===== src/rtl/gray_counter_pkg.sv =====
// Shared constants and Gray/binary conversion helpers for the up/down Gray counter
// and anything that samples its pointer.
package gray_counter_pkg;

  localparam int unsigned MODE_WRAP = 0;
  localparam int unsigned MODE_SAT  = 1;

  // Narrower values are zero-extended by the caller; the top bits then stay zero.
  function automatic logic [31:0] bin2gray(input logic [31:0] value);
    return value ^ (value >> 1);
  endfunction

  function automatic logic [31:0] gray2bin(input logic [31:0] value);
    logic [31:0] bin;
    bin[31] = value[31];
    for (int i = 30; i >= 0; i--) begin
      bin[i] = bin[i+1] ^ value[i];
    end
    return bin;
  endfunction

endpackage


===== src/rtl/strobe_divider.sv =====
// Enable-gated prescaler: asserts tick on every DIV-th enabled cycle. The phase freezes
// while enable is low, and clear restarts it from zero.
module strobe_divider #(
  parameter int unsigned DIV = 1
) (
  input  logic clk,
  input  logic resetn,
  input  logic enable,
  input  logic clear,
  output logic tick
);

  if (DIV <= 1) begin : g_bypass
    logic unused_ok;
    assign unused_ok = ^{clk, resetn, clear};
    assign tick      = enable;
  end else begin : g_div
    localparam int unsigned PW = $clog2(DIV);
    localparam logic [PW-1:0] LastPhase = PW'(DIV - 1);

    logic [PW-1:0] phase_q, phase_d;
    logic          at_last;

    assign at_last = (phase_q == LastPhase);
    assign tick    = enable & at_last;

    always_comb begin
      phase_d = phase_q;
      if (clear) begin
        phase_d = '0;
      end else if (enable) begin
        phase_d = at_last ? '0 : phase_q + 1'b1;
      end
    end

    always_ff @(posedge clk or negedge resetn) begin
      if (!resetn) begin
        phase_q <= '0;
      end else begin
        phase_q <= phase_d;
      end
    end
  end

endmodule


===== src/rtl/gray_counter_updown.sv =====
// Parametrised up/down Gray counter with prescaler, synchronous load, wrap/saturate
// limits, terminal-count pulse and change strobe. All outputs come straight from flops.
module gray_counter_updown
  import gray_counter_pkg::*;
#(
  parameter int unsigned BITS = 8,
  parameter int unsigned DIV  = 1,
  parameter int unsigned MODE = MODE_WRAP
) (
  input  logic            clk,
  input  logic            resetn,
  input  logic            enable,
  input  logic            up_down,
  input  logic            load,
  input  logic [BITS-1:0] load_value,
  output logic [BITS-1:0] gray_count,
  output logic [BITS-1:0] bin_count,
  output logic            tc,
  output logic            changed
);

  localparam logic [BITS-1:0] MaxVal = {BITS{1'b1}};

  logic            tick, step;
  logic [BITS-1:0] bin_q, bin_d, gray_q, gray_d, nxt;
  logic            tc_q, tc_d, changed_q, changed_d, at_limit;

  strobe_divider #(
    .DIV (DIV)
  ) u_prescaler (
    .clk    (clk),
    .resetn (resetn),
    .enable (enable),
    .clear  (load),
    .tick   (tick)
  );

  assign step = tick & enable;

  always_comb begin
    bin_d    = bin_q;
    tc_d     = 1'b0;
    nxt      = up_down ? bin_q + 1'b1 : bin_q - 1'b1;
    at_limit = up_down ? (bin_q == MaxVal) : (bin_q == '0);
    if (load) begin
      bin_d = load_value;
    end else if (step) begin
      if (MODE == MODE_SAT) begin
        // Pulse tc on arrival at the limit; further steps against it are dropped.
        if (!at_limit) begin
          bin_d = nxt;
          tc_d  = up_down ? (nxt == MaxVal) : (nxt == '0);
        end
      end else begin
        bin_d = nxt;
        tc_d  = at_limit;
      end
    end
    // Gray follows the next binary value so successive steps flip one bit.
    gray_d    = BITS'(bin2gray(32'(bin_d)));
    changed_d = (gray_d != gray_q);
  end

  always_ff @(posedge clk or negedge resetn) begin
    if (!resetn) begin
      bin_q     <= '0;
      gray_q    <= '0;
      tc_q      <= 1'b0;
      changed_q <= 1'b0;
    end else begin
      bin_q     <= bin_d;
      gray_q    <= gray_d;
      tc_q      <= tc_d;
      changed_q <= changed_d;
    end
  end

  assign bin_count  = bin_q;
  assign gray_count = gray_q;
  assign tc         = tc_q;
  assign changed    = changed_q;

endmodule


===== config.mk =====
export PLATFORM = sky130hd
export DESIGN_NAME = gray_counter_updown
export DESIGN_NICKNAME = d
export VERILOG_FILES = /design/src/rtl/gray_counter_pkg.sv /design/src/rtl/strobe_divider.sv /design/src/rtl/gray_counter_updown.sv
export SDC_FILE = /design/constraint.sdc
export NUM_CORES = 1
export LEC_CHECK = 0
export CORE_MARGIN = 2
export CORE_UTILIZATION = 45
export DETAILED_ROUTE_END_ITERATION = 8
export GPL_ROUTABILITY_DRIVEN = 1
export GPL_TIMING_DRIVEN = 0
export PLACE_DENSITY = 0.8
export RECOVER_POWER = 50
export SYNTH_ARGS = -nofsm -noshare
export SYNTH_HDL_FRONTEND = slang
export SYNTH_HIERARCHICAL = 1
export SYNTH_SLANG_ARGS = --single-unit

===== constraint.sdc =====
create_clock -name clk -period 2 [get_ports clk]
set_input_delay 0.3 -clock clk [delete_from_list [all_inputs] [get_ports clk]]
set_output_delay 0.3 -clock clk [all_outputs]
set_load 0.1 [all_outputs]

==> impl_metrics.yaml, run 1 <==
outcome:
  outcome: "complete, but fails checks"
  violations: "setup timing"
job:
  cap_violations: 0
sta:
  rsz0062_at_grt: "true"
  layout_setup_ws_ns: -0.3078
  hold_ws_ns: 0.4572
  fin_crit_ns: 2.308
  fin_crit_sh_pct: 115.4
  clock.fmax_mhz: 433.3
  relSlewSlack_pct: 35.96
  finalSetupViolCount: 4
  worstMarginPinSlew_ns: 0.9645
  fin_skew_ns: 0.005584
  final_hold_viol_count: 0
  slew_viol_final: 0
floorplan:
  ioPinCount: 31
  core_area_um2: 2781
  die_x_um: 58.24
  die_h_um: 58.24
  row_count: 19
  start_util_pct: 47.59
  die-area_um2: 3391
pwr:
  peakVddDrop_mv: 0.9319
  total_power_mw: 1.836
  p_leak_nw: 0.8268
  power_density_nw_per_um2: 950.4
worst_setup_path:
  endpoint_kind: "flop"
  start_kind: "flop"
  crit_type: "flop to flop"
  rr_startpoint: "bin_count[2]"
  worstSetupStartpoint: "bin_count[2]"
  cp.arrival_ns: 2.47
  required_ns: 2.16
  cp_max_fo: 4
clock_network:
  numCtsBuffers: 3
  cts.hold.buffers_added: 0
  clkTransAtPathRegs_ns: 0.10
  cts_buffer_depth: 2
  cts.htree.levels: 1
  cts_root_buffer: "clkbuf_4"
  clkSinkCount: 17
  cts_tree: "done"
  clock_latency_ns: 0.29
yosys:
  yosys_register_bits: 17
  syn_avg_cell_area_um2: 9.593
  synth_ff_type: "dfrtp_1"
  synthesis.nets: 158
  async_flop_share_pct: 100.0
  netlist_area_um2: 1324
  seq_area_frac_synth_pct: 32.14
  yosys_warnings: 6
  synth_cell_types: 53
  synth_edf_count: 0
  syn_inst: 138
detailed_routing:
  drt_iter0_markers: 42
  drc: 0
  first_pass_iters: 4
  vias: 1273
  wl_per_cell_um: 15.77
  viasPerCell: 5.813
  drt_wl_total_mm: 3.454
  ant_nets: 0
global_routing:
  overflow: 0
  grt_pass1_wl_mm: 5.595
  grt_pass1_vias: 1270
  antenna_found_initial: 0
  grt_max_degree: 18
  track_usage_pct: 21.62
cells_and_area:
  n_antenna_cell: 0
  area_delta_synth_final_pct: 45.94
  layout_common_cells: "buf_4, dlygate4sd2_1, dfrtp_1, nor2_1, clkdlybuf4s50_1"
  final_common_cell: "buf_4"
  layout.nets: 209
  drive_gt1_share_pct: 35.11
hold_path:
  hp-class: "primary input to flop"
  hp-start: "up_down"
placed_design:
  numPortBuffers: 30
  place_hpwl_mm: 2.406
  place_congestion: 0.8399
per-stage QoR:
stage / TNS [ns] / setup WS, ns / area [um2] / cells / util [%]
6_report: -0.7809 / -0.3078 / 1932 / 219 / 69.46
5_1_grt: -1.166 / -0.4145 / 1932 / 219 / 69.46
4_1_cts: -0.3629 / -0.2428 / 1869 / 212 / 67.21
3_5_place_dp: -9.042 / -1.085 / 1722 / 199 / 61.90
3_3_place_gp: -8.222 / -1.025 / 1722 / 199 / 61.90
2_1_floorplan: -0.4551 / -0.3590 / 1383 / 138 / -
routing by layer:
| metal | up-vias | part of all wire, % | GRT usage, % |
|---|---|---|---|
| met5 | - | 0 | 0 |
| met4 | 0 | 1.3 | 9.302 |
| met3 | 6 | 7.5 | 2.902 |
| met2 | 54 | 52 | 36.04 |
| met1 | 620 | 39 | 28.13 |
| li1 | 593 | - | - |
sequential cells by signal, indices dropped and copies added, names as in the netlist:
| register | cells |
|---|---|
| changed | 1 |
| tc | 1 |
| bin_count | 8 |
| gray_count | 7 |
layout make-up:
| type | count | area [um2] |
|---|---|---|
| Multi-Input combinational cell | 108 | 948.4 |
| Fill cell | 212 | 849.6 |
| Sequential cell | 17 | 444.2 |
| Timing Repair Buffer | 48 | 412.9 |
| Tap cell | 31 | 38.79 |
| Buffer | 4 | 30.03 |
| Inverter | 7 | 30.03 |
| Clock buffer | 3 | 22.52 |
| Clock inverter | 1 | 5.005 |
worst max-delay path, stage by stage, from the launching register on:
cell and delay, ns:
dfrtp_4 0.50, ha_4 0.27, nor2b_4 0.14, o31a_1 0.35, a211oi_2 0.25, nand2_2 0.13, xnor2_2 0.17, xnor2_1 0.23
o2111ai_2 0.14
Yosys cell counts, types with 2 or more instances:
library cell	number	area [um2]
ha_1	6	75.07
o2111ai_1	2	17.52
buf_4	2	15.01
or3_1	2	12.51
and3_1	3	18.77
xor2_1	7	61.31
a21oi_1	5	25.02
o21ai_1	2	10.01
a211oi_2	2	25.02
nand3_1	4	20.02
a31oi_1	3	18.77
nand2b_1	2	12.51
xnor2_1	8	70.07
nor2b_1	3	18.77
nor2_1	10	37.54
nor3_1	9	45.04
inv_1	6	22.52
clkbuf_1	2	7.510
dfrtp_1	17	425.4
o21ai_0	5	25.02
nand2_1	6	22.52
where the power goes:
part	internal [mW]	switching, mW
logic	0.359	0.826
registers	0.413	0.0597
clock network	0.0743	0.104
kinds of logic after synthesis:
group                      Yosys count  synth area share [%]
xor gates and xnor gates            17                 13.23
DFF                                 17                 32.14
adders and majority gates            7                 7.183
AOI/OAI and AO/OA                   29                 17.96
buffers and inverters               13                 4.914
and+or+nand+nor                     55                 24.58
worst paths after layout:
path                            endpoint  slack (ns)  depth (start not counted)
max in group asynchronous   bin_count[1]        0.97                          1
min in group asynchronous  gray_count[5]        0.50                          1
min reg2reg                      changed        0.57                          2
max reg2reg                      changed       -0.31                          8
max                              changed       -0.31                          8
min                                   tc        0.46                          4
what timing repair did:
action / 4_1_cts / 5_1_grt
gates resized for setup: 39 / 6
cloned: 0 / 0
setup buffers: 10 / 8
pin swaps: 10 / 13
endpoints found under the hold margin: 0 / 0
setup endpoints to repair: 31 / 6
Power figures use the tool's default switching activity.
==> run 2, diff against run 1 <==
--- a/config.mk
+++ b/config.mk
@@ -5,14 +5,12 @@
 export SDC_FILE = /design/constraint.sdc
 export NUM_CORES = 1
 export LEC_CHECK = 0
-export CORE_MARGIN = 2
 export CORE_UTILIZATION = 45
 export DETAILED_ROUTE_END_ITERATION = 8
 export GPL_ROUTABILITY_DRIVEN = 1
 export GPL_TIMING_DRIVEN = 0
-export PLACE_DENSITY = 0.8
+export PLACE_DENSITY = 0.79
 export RECOVER_POWER = 50
 export SYNTH_ARGS = -nofsm -noshare
 export SYNTH_HDL_FRONTEND = slang
-export SYNTH_HIERARCHICAL = 1
 export SYNTH_SLANG_ARGS = --single-unit
==> run 2 against run 1 <==
Against the previous run: the run ends with DRC, setup timing left; non-clock buffer count unchanged; largest power group unchanged; combinational power up 40%; clock power up 3%; via count up 10%; critical path type is now primary input to flop; count of clock-buffer cells in the layout unchanged; sequential cell count unchanged; area after synthesis up 4.4%.
==> impl_metrics.yaml, run 2 <==
yosys:
  synth_top_family_by_area: "simple AND/OR/NAND/NOR gates"
  synth_ff_type: "dfrtp_1"
  synth_xor_area_share_pct: 10.68
  yosys-top-cells-count: "dfrtp_1, xnor2_1, nor2_1"
  muxShareOfSynthArea_pct: 3.620
  synth_area_leaders: "dfrtp_1, xnor2_1, ha_1, mux2i_1, nor2_1"
  synth_top_area_share_pct: 30.77
  syn_avg_cell_area_um2: 9.217
  netlist_area_um2: 1383
  synthesis.nets: 170
  yosys.area_share.simple_pct: 24.52
  seq_area_frac_synth_pct: 30.77
  synth_cell_types: 52
  syn_inst: 150
  yosysMostFrequentCell: "dfrtp_1"
  yosys_warnings: 0
  synth-compound-area-share_pct: 19.55
  async_flop_share_pct: 100.0
  yosys.area.top_type: "dfrtp_1"
  synthAdderAreaFrac_pct: 6.878
  synth_edf_count: 0
  yosys_register_bits: 17
cells_and_area:
  utilization_pct: 74.75
  drive_gt1_share_pct: 38.31
  fill_cells: 216
  layout.nets: 222
  layout_common_cells: "buf_4, dlygate4sd2_1, nor2_1, dfrtp_1, clkdlybuf4s50_1"
  fin_cells: 232
  n_antenna_cell: 0
  final_common_cell: "buf_4"
  largest_reg_flops: 8
  area_delta_synth_final_pct: 52.94
sta:
  final_hold_viol_count: 0
  relSlewSlack_pct: 36.07
  fin_crit_ns: 2.391
  fin_setup_tns_ns: -0.7811
  rsz0062_at_grt: "true"
  worstMarginPinSlew_ns: 0.9627
  fin_skew_ns: 0.01564
  fin_crit_sh_pct: 119.5
  finalSetupViolCount: 6
  clock.fmax_mhz: 418.3
  hold_ws_ns: 0.5015
  layout_setup_ws_ns: -0.3908
  slew_viol_final: 0
global_routing:
  grt_pass1_wl_mm: 6.341
  grt_pass1_vias: 1361
  grt_max_degree: 18
  overflow: 0
  track_usage_pct: 24.98
  antenna_found_initial: 0
clock_network:
  clkSinkCount: 17
  cts_buffer_depth: 2
  cts_root_buffer: "clkbuf_4"
  numCtsBuffers: 3
  clkTransAtPathRegs_ns: 0.11
  cts.htree.levels: 1
  cts.hold.buffers_added: 0
  clock_latency_ns: 0.29
  cts_tree: "done"
floorplan:
  core_area_um2: 2829
  die_x_um: 57.43
  die_h_um: 57.43
  ioPinCount: 31
  row_count: 19
  die-area_um2: 3298
  start_util_pct: 48.87
detailed_routing:
  ant_nets: 0
  first_pass_iters: 6
  drt_iter0_markers: 62
  vias: 1404
  drc: 2
  wl_per_cell_um: 18.87
  drt_wl_total_mm: 4.377
  viasPerCell: 6.052
worst_setup_path:
  reg2reg_to: "changed"
  required_ns: 2.17
  rrSetupSlack_ns: -0.38
  start_kind: "primary input"
  crit_type: "primary input to flop"
  cp.arrival_ns: 2.56
  rr_startpoint: "bin_count[5]"
  r2r_cells: 8
  endpoint_kind: "flop"
  setup.worst_path.end: "changed"
  worstSetupStartpoint: "load"
  cp_max_fo: 10
pwr:
  power_density_nw_per_um2: 1120
  p_leak_nw: 0.8829
  peakVddDrop_mv: 0.9657
  total_power_mw: 2.368
placed_design:
  place_congestion: 0.9551
  dp.cells: 211
  numPortBuffers: 30
  place_hpwl_mm: 2.713
outcome:
  outcome: "complete, but fails checks"
  violations: "DRC, setup timing"
hold_path:
  hp-class: "primary input to asynchronous set/reset pin"
job:
  cap_violations: 0
run 2: changes by cell type after synthesis, moves of 4 or more:
cell     change
nor3_1       -5
xnor2_1      +4
xor2_1       -4
mux2i_1      +5
run 2: repair_timing:
| item | CTS | global route |
|---|---|---|
| setup endpoints to repair | 31 | 13 |
| pin swaps | 13 | 7 |
| gates resized for setup | 35 | 27 |
| setup buffers | 15 | 2 |
run 2: worst min-delay path by stage:
stage,slack [ns],end,startpoint,depth (start not counted)
after floorplan,0.004,bin_count[4],resetn,0
after global placement,0.60,changed,gray_count[1],2
after detailed placement,0.60,changed,gray_count[1],2
after CTS,0.44,changed,resetn,1
after global routing,0.55,changed,resetn,1
final,0.50,changed,resetn,1
run 2: per-layer routing:
layer  wire [um]  share of wire, %  GRT usage [%]
met5           0                 0              0
met4         104               2.4          11.50
met3         188               4.3          1.587
met2        2194                50          41.03
met1        1891                43          33.82
run 2: where the power goes:
part	leakage (nW)	total (mW)	switching (mW)	internal [mW]
sequential	0.193	0.532	0.100	0.432
clock	0.0139	0.184	0.108	0.0761
combinational	0.675	1.65	1.11	0.539
total	0.883	2.37	1.32	1.05
run 2: cell type report:
cell class / instances / area [um2] / share of cell area (%)
well taps: 31 / 38.79 / 1.834
plain buffers: 5 / 27.53 / 1.302
inverters: 8 / 30.03 / 1.420
flip-flops and latches: 17 / 449.2 / 21.24
clock buffers: 3 / 22.52 / 1.065
repair buffers: 47 / 414.1 / 19.59
multi-input cells: 120 / 1125 / 53.20
clock inverters: 1 / 7.507 / 0.3550
run 2: worst max-delay path, cell delays in order:
cell and delay [ns]:
clkdlybuf4s50_1 0.57, buf_2 0.31, and2_1 0.31, nor2_1 0.14, mux2i_1 0.23, nand3_2 0.11, or3b_1 0.37, a21oi_2 0.12
nand4_1 0.10
run 2: stage by stage:
stage | area, um2 | worst slack, ns
after detailed placement | 1833 | -1.241
after global routing | 2115 | -0.5351
after global placement | 1833 | -1.194
final | 2115 | -0.3908
after floorplan | 1494 | -0.4596
after CTS | 2007 | -0.3595
run 2: kinds of logic after synthesis:
logic type / after synthesis
flip-flops: 17
AO/OA/AOI/OAI: 35
AND/OR/NAND/NOR: 57
buffers and inverters: 13
adder cells (fa/ha/maj): 7
XOR/XNOR: 16
multiplexers: 5
